**src/rtl/bus_pkg.sv**
```systemverilog
// -----------------------------------------------------------------------------
// bus_pkg
// Shared types and constants for the system-bus slave-select logic.
//   state_e     : slave-select FSM states
//   DEV_*       : device codes carried in the leading serial address bits
//   NUM_SLAVES  : number of slaves hanging off the forward path
// -----------------------------------------------------------------------------
package bus_pkg;

  typedef enum logic [2:0] {
    IDLE    = 3'd0,
    ADDR    = 3'd1,
    CHECK   = 3'd2,
    CONNECT = 3'd3,
    ERR     = 3'd4
  } state_e;

  localparam logic [1:0] DEV_S0  = 2'b00;
  localparam logic [1:0] DEV_S1  = 2'b01;
  localparam logic [1:0] DEV_S2  = 2'b10;
  localparam logic [1:0] DEV_INV = 2'b11;

  localparam int NUM_SLAVES = 3;

endpackage

```
**src/rtl/addr_shift_in.sv**
```systemverilog
// -----------------------------------------------------------------------------
// addr_shift_in
// Serial-in / parallel-out shift register for the device-select bits.
// The first bit received ends up as the MSB of code.
//   clk, rstn : clock, asynchronous active-low reset
//   en        : shift din in this cycle
//   clr       : clear register and bit counter (wins over en)
//   din       : serial bit
//   code      : assembled device code
//   last      : the bit shifted on this cycle completes the code
// -----------------------------------------------------------------------------
module addr_shift_in #(
  parameter int DEVICE_BITS = 2
) (
  input  logic                   clk,
  input  logic                   rstn,
  input  logic                   en,
  input  logic                   clr,
  input  logic                   din,
  output logic [DEVICE_BITS-1:0] code,
  output logic                   last
);

  localparam int CW = (DEVICE_BITS > 1) ? $clog2(DEVICE_BITS) : 1;

  logic [DEVICE_BITS-1:0] code_q, code_d, shifted;
  logic [CW-1:0]          cnt_q, cnt_d;

  generate
    if (DEVICE_BITS == 1) begin : g_one
      assign shifted = din;
    end else begin : g_many
      assign shifted = {code_q[DEVICE_BITS-2:0], din};
    end
  endgenerate

  assign last = (cnt_q == CW'(DEVICE_BITS - 1));
  assign code = code_q;

  // Counter wraps to zero on the final bit so the next transaction starts
  // clean while the completed code stays available for decode.
  always_comb begin
    code_d = code_q;
    cnt_d  = cnt_q;
    if (clr) begin
      code_d = '0;
      cnt_d  = '0;
    end else if (en) begin
      code_d = shifted;
      cnt_d  = last ? '0 : cnt_q + 1'b1;
    end
  end

  always_ff @(posedge clk or negedge rstn) begin
    if (!rstn) begin
      code_q <= '0;
      cnt_q  <= '0;
    end else begin
      code_q <= code_d;
      cnt_q  <= cnt_d;
    end
  end

endmodule

```
**src/rtl/bus_slave_select.sv**
```systemverilog
// -----------------------------------------------------------------------------
// bus_slave_select
// Forward-path address decoder / slave-select controller. Shifts in the serial
// device code, waits for the addressed slave to be ready, then gates mvalid to
// that slave only and holds dsel for the read-data return mux.
//   clk, rstn : clock, asynchronous active-low reset
//   mvalid    : master valid
//   maddr     : master serial address/data bit
//   s_ready   : per-slave ready flags
//   s_done    : per-slave end-of-transaction pulses
//   s_valid   : per-slave gated mvalid
//   dsel      : read-mux select (slave index)
//   ack       : one-cycle pulse, target slave accepted
//   err       : one-cycle pulse, invalid device code
//   busy      : controller not idle
// Build option: define BUS_SEL_ERR_EN to reject code 11 through the ERR state;
// otherwise code 11 aliases to slave2 and err is tied low.
// -----------------------------------------------------------------------------
module bus_slave_select
  import bus_pkg::*;
#(
  parameter int DEVICE_BITS = 2,
  parameter int NUM_SLAVES  = bus_pkg::NUM_SLAVES
) (
  input  logic                  clk,
  input  logic                  rstn,
  input  logic                  mvalid,
  input  logic                  maddr,
  input  logic [NUM_SLAVES-1:0] s_ready,
  input  logic [NUM_SLAVES-1:0] s_done,
  output logic [NUM_SLAVES-1:0] s_valid,
  output logic [1:0]            dsel,
  output logic                  ack,
  output logic                  err,
  output logic                  busy
);

  state_e state_q, state_d;
  logic [1:0] dsel_q, dsel_d;
  logic       ack_q, busy_q;
  logic       shift_en, shift_clr, shift_last;
  logic [DEVICE_BITS-1:0] shift_code;
  logic [1:0] dev_code, target;
  logic       tgt_ready, done_sel;

  addr_shift_in #(.DEVICE_BITS(DEVICE_BITS)) u_shift (
    .clk  (clk),
    .rstn (rstn),
    .en   (shift_en),
    .clr  (shift_clr),
    .din  (maddr),
    .code (shift_code),
    .last (shift_last)
  );

  generate
    if (DEVICE_BITS == 1) begin : g_code1
      assign dev_code = {1'b0, shift_code};
    end else begin : g_coden
      assign dev_code = shift_code[1:0];
    end
  endgenerate

  // Slave addressed by the decoded code; the invalid code either goes to ERR
  // or is folded onto slave2.
`ifdef BUS_SEL_ERR_EN
  assign target = dev_code;
`else
  assign target = (dev_code == DEV_INV) ? DEV_S2 : dev_code;
`endif

  always_comb begin
    tgt_ready = 1'b0;
    done_sel  = 1'b0;
    for (int i = 0; i < NUM_SLAVES; i++) begin
      if (target == 2'(i)) tgt_ready = s_ready[i];
      if (dsel_q == 2'(i)) done_sel  = s_done[i];
    end
  end

  // State register
  always_ff @(posedge clk or negedge rstn) begin
    if (!rstn) begin
      state_q <= IDLE;
      dsel_q  <= DEV_S0;
      ack_q   <= 1'b0;
      busy_q  <= 1'b0;
    end else begin
      state_q <= state_d;
      dsel_q  <= dsel_d;
      ack_q   <= (state_q == CHECK) && (state_d == CONNECT);
      busy_q  <= (state_d != IDLE);
    end
  end

  // Next-state logic
  always_comb begin
    state_d = state_q;
    dsel_d  = dsel_q;
    case (state_q)
      IDLE:    if (mvalid) state_d = shift_last ? CHECK : ADDR;
      ADDR: begin
        if (!mvalid)        state_d = IDLE;
        else if (shift_last) state_d = CHECK;
      end
      CHECK: begin
`ifdef BUS_SEL_ERR_EN
        if (dev_code == DEV_INV) begin
          state_d = ERR;
        end else
`endif
        if (tgt_ready) begin
          state_d = CONNECT;
          dsel_d  = target;
        end
      end
      // s_done has priority over mvalid: the cycle after done is always IDLE.
      CONNECT: if (done_sel) state_d = IDLE;
`ifdef BUS_SEL_ERR_EN
      ERR:     state_d = IDLE;
`endif
      default: state_d = IDLE;
    endcase
  end

  // Output logic
  always_comb begin
    shift_en  = mvalid && ((state_q == IDLE) || (state_q == ADDR));
    shift_clr = (state_q == ADDR) && !mvalid;
    s_valid   = '0;
    for (int i = 0; i < NUM_SLAVES; i++) begin
      s_valid[i] = (state_q == CONNECT) && (dsel_q == 2'(i)) && mvalid;
    end
  end

`ifdef BUS_SEL_ERR_EN
  logic err_q;
  always_ff @(posedge clk or negedge rstn) begin
    if (!rstn) err_q <= 1'b0;
    else       err_q <= (state_d == ERR);
  end
  assign err = err_q;
`else
  assign err = 1'b0;
`endif

  assign dsel = dsel_q;
  assign ack  = ack_q;
  assign busy = busy_q;

endmodule

```
**config.mk**
```make
export PLATFORM = sky130hd
export DESIGN_NAME = bus_slave_select
export DESIGN_NICKNAME = d
export VERILOG_FILES = /design/src/rtl/bus_pkg.sv /design/src/rtl/addr_shift_in.sv /design/src/rtl/bus_slave_select.sv
export SDC_FILE = /design/constraint.sdc
export NUM_CORES = 1
export LEC_CHECK = 0
export ABC_AREA = 0
export ABC_CLOCK_PERIOD_IN_PS = 4200
export CAP_MARGIN = 30
export CORE_AREA = 2 2 39 41
export DETAILED_ROUTE_END_ITERATION = 10
export DIE_AREA = 0 0 41 43
export MAX_ROUTING_LAYER = met4
export PLACE_DENSITY = 0.68
export SLEW_MARGIN = 20
export SYNTH_ARGS = -nofsm -noshare
export SYNTH_HDL_FRONTEND = slang
export SYNTH_SLANG_ARGS = --single-unit
```
**constraint.sdc**
```tcl
create_clock -name clk -period 4.2 [get_ports clk]
set_input_delay 0.84 -clock clk [delete_from_list [all_inputs] [get_ports clk]]
set_output_delay 0.84 -clock clk [all_outputs]
set_load 0.03 [all_outputs]
```
After elaboration in Yosys (flattened, before gate mapping)

Cells that the tools add are included.

Register bits: 10
Latch bits: 0
Bits in writable memories: 0
Memory bits (read-only): 0
Bits of input ports: 10
Logic and storage cells: 52
Memories: 0

Add/subtract/negate cells: 1
$mul: 0
Divide/modulo/power cells: 0
Order comparisons: 0
Equality and inequality tests: 9
Shift operators: 0
Muxes and demuxes: 19
Bitwise logic cells: 0
Reduce and logical (&&, ||, !) cells: 17

Operators by type and width:

| operator                                                        | count |
|---|---|
| 3-bit two-way mux                                               | 5 |
| 3-bit case mux with 4 select lines                              | 1 |
| 3-bit by 2-bit == test with 1-bit output, second input constant | 3 |
| 1-bit logical AND                                               | 9 |
| 1-bit two-way mux                                               | 9 |
| 2-bit two-way mux                                               | 4 |
| 2-bit == test, second input constant                            | 3 |
| 2-bit by 1-bit == test with 1-bit output, second input constant | 2 |
| 2-bit logical NOT                                               | 2 |
| 3-bit by 1-bit == test with 1-bit output, second input constant | 1 |
| 3-bit logical NOT                                               | 1 |
| 3-bit nonzero test                                              | 1 |
| 2-bit AND reduction                                             | 1 |
| 2-bit nonzero test                                              | 1 |
| 1-bit adder, second input constant                              | 1 |
| 1-bit logical NOT                                               | 1 |
| 1-bit logical OR                                                | 1 |

Logic depth before layout (Yosys ltp)

Depth after elaboration: 10
Mapped depth: 3
Mapped depth without buffers: 3

Modules after synthesis

A second synthesis with hierarchy kept.

Cells, all modules: 45
Area total of the unflattened synthesis: 493.0 µm²

By module, submodules not included:

| module           | instances | cells each | area an instance (µm²) | seq. area each (µm²) |
|---|---|---|---|---|
| bus_slave_select | 1         | 36         | 377.9                  | 175.2 |
| addr_shift_in    | 1         | 9          | 115.1                  | 75.1 |

Worst setup path after synthesis

Ideal clock, no wire load.

Path kind: input -> output
Start: in mvalid
End: out s_valid[1]
Arrival: 1.703 ns
Slack: 1.657 ns
Stages on the path: 2
Path buffers: 0
Path through: nand3_1 -> nor3b_1

Longest elaborated chain between the ends: 1

Ends and longest elaborated chain:

| element           | line                    | RTL |
|---|---|---|
| start, declared   | bus_slave_select.sv:27  | `input logic mvalid,` |
| 1-bit logical AND | bus_slave_select.sv:132 | `s_valid[i] = (state_q == CONNECT) && (dsel_q == 2'(i)) && mvalid;` |
| end, declared     | bus_slave_select.sv:31  | `output logic [NUM_SLAVES-1:0] s_valid,` |

Every way passes these cells.

Worst setup path after layout

Ends and elaborated chain as after synthesis.

==> results.md <==
- Synth area leaders: dfrtp_1, mux2_4, nor3b_1
- Max H-tree Level: 1
- Area growth syn-to-layout: 39.2%
- Largest fanout on the critical path: 5
- Post-synth top area share: 0.493
- CTS clock-pin slew for the worst setup and hold paths: 0.06 ns
- Initial antenna violation count: 0
- Crit-path cells: clkdlybuf4s50_1, nand3_1, nor3b_1, clkdlybuf4s50_1
- Clock share of power: 0.185
- Rows: 14
- Peak supply drop: 0.174 mV
- Synth area leader: dfrtp_1
- # resized after CTS: 0
- Vias: just over 400
- Worst Hold Class: reg2reg
- CTS tree: built
- Synth Cell Area: slightly above 500 um^2
- Initial Util: 0.367
- Largest net degree at the start of global routing: 11
- Die width: between 40 and 50 um
- Met1 GRT Util: 0.172
- Flop pwr share: 0.461
- Slowest cell delay on critical path: ~0.70 ns
- Setup tns final: 0 ns
- Worst Setup Start Kind: primary input
- Drt drc: 0
- CTS Buf Count: 3
- Nets: 73
- Setup bufs post-CTS: 0
- Syn Area/Cell: 12.1 um^2
- Unrepaired setup endpoints after global routing: no
- Outcome: finished, final reports clean
- Dpl hpwl: about 740 um
- CP Class: in2out
- Root buf cell: clkbuf_4
- Cells after Synth: 42
- Routed Wire Length: ~1.0 mm
- GRT Residual Overflow: 0
- PD cells: ~490 nW/um^2
- Max cap viols: 0
- Die Y: 43 um
- Sequential area share after synthesis: 0.493
- Sw Ratio: 0.352
- Critical Path AT: roughly 2.5 ns
- Commonest non-fill, non-tap cell in the layout: clkdlybuf4s50_1
- PortBufs: 16
- Worst Setup SP: mvalid
- Combinational power share: 0.354
- Vias in the first global route: between 400 and 500
- IO Pins: 18
- CP endpoint kind: output port
- Final period utilization: 0.785
- Core area: between 1000 and 1500 um^2
- Die Area: approximately 1800 um^2
- Synth Warn #: 0
- Hold Fails Final Rpt: 0
- Unique cell type count in the Yosys netlist: 24
- Met3 GRT Util: 0.0314
- Leak pwr: 0.300 nW
- Average via count per standard cell: 5.32
- Slew Viols, Final: 0
- Power consumption: between 0.3 and 0.4 mW
- Clock Skew: roughly 0.0023 ns
- N_diodes: 0
- Iteration count of the initial detailed-routing pass: 4
- GRT met2 Usage: 0.231
- DR WL/cell: between 10 and 15 um
- Sw Pwr: about 0.12 mW
- GR peak layer: met2
- Post-CTS Hold Fix Bufs: 0
- First-pass GRT wire length: ~1.7 mm
- CP Data Required Time: ~3.4 ns
- Critical path's most frequent cell: clkdlybuf4s50_1
- Critical path's slowest cell: clkdlybuf4s50_1
- Post-layout util: 0.511
- Share of layout cells above drive strength 1: 0.131
- Clk_lat worst skew: about 0.26 ns
- Seq cells post-synth: 10
- Minimum clock period: roughly 3.3 ns
- Hold Path Origin: u_shift.last
- Most frequent cells in the layout: clkdlybuf4s50_1, dfrtp_1, nor3b_1, nand3_1, clkbuf_4
- DRT antenna net count: 0
- Max Clk Rate: about 300 MHz
- Clock Path Buffers: 2
- Reg2reg start: u_shift.code[0]
- 1st-iter DRT viols: 1
- Final setup violation count: 0
- CTS Sinks: 10
- GP Congestion: 0.688
- Int Pwr: 0.226 mW
- Total GRT Usage: 0.153
[cell type report]
cell class              instances  area, um^2
inverters                       2        7.51
repair buffers                 16         160
multi-input cells              30         246
fillers                       141         677
well taps                      16        20.0
clock buffers                   3        22.5
flip-flops and latches         10         250
[worst max-delay path: cells and delay by family]
| family | cells | cell delay [ns] |
|---|---|---|
| buffers and inverters | 2 | 1.26 |
| and+or+nand+nor | 2 | 0.36 |
[cell families (layout without fill, tap and decap cells)]
kind of cell           count (synthesis)  after routing  share of synthesized area
DFF                                   10             10                      0.493
AOI/OAI and AO/OA                     10             10                      0.185
other                                  1              2                    0.00738
and+or+nand+nor                       15             15                      0.207
muxes                                  3              3                     0.0788
buffers and inverters                  3             21                     0.0296
[metal layers]
| metal | up-vias | wire length [um] |
|---|---|---|
| met2 | 15 | 463 |
| met4 | 0 | 28 |
| met5 | - | 0 |
| met3 | 4 | 54 |
| li1 | 190 | - |
| met1 | 201 | 457 |
[power by group through the flow]
stage          Combinational (mW)  Clock [mW]  Sequential, mW
6_report                    0.123      0.0646           0.161
5_1_grt                     0.135      0.0725           0.166
4_1_cts                     0.125      0.0664           0.162
3_5_place_dp                0.125           0           0.163
3_3_place_gp                0.123           0           0.161
2_1_floorplan              0.0611           0           0.178
[path summary, 6_finish.rpt]
check	depth (start not counted)	endpoint	slack (ns)
hold reg to reg	1	u_shift.last	0.52
min in group asynchronous	1	u_shift.last	0.90
hold / removal	1	u_shift.last	0.52
setup / recovery	4	s_valid[1]	0.90
setup reg to reg	3	dsel[0]	2.80
max in group asynchronous	1	state_q[0]	2.98
[cells in the mapped netlist]
cell       instances
dfrtp_1           10
nand3_1            3
nor3b_1            3
a22o_1             2
inv_1              2
mux2_4             2
nand2b_1           2
nor2b_1            2
a21bo_2            1
a21boi_0           1
a31oi_1            1
a32o_1             1
buf_4              1
conb_1             1
mux2i_1            1
nand3b_1           1
nor2_1             1
nor3_1             1
nor3b_4            1
o2111ai_1          1
o211ai_1           1
o211ai_4           1
o21ai_0            1
or2b_1             1
[metrics by stage]
stage	setup slack [ns]	instances	area, um^2	hold slack (ns)
5_1_grt	0.819	77	707	0.554
3_3_place_gp	0.964	74	684	0.497
2_1_floorplan	1.66	43	512	0.477
6_report	0.904	77	707	0.518
4_1_cts	0.894	77	707	0.516
3_5_place_dp	0.915	74	684	0.501
[registers in the layout (all words and copies together) (netlist names)]
name	flops
u_shift.last	1
dsel	2
ack	1
state_q	3
busy	1
u_shift.code	2
Power figures use the tool's default switching activity.
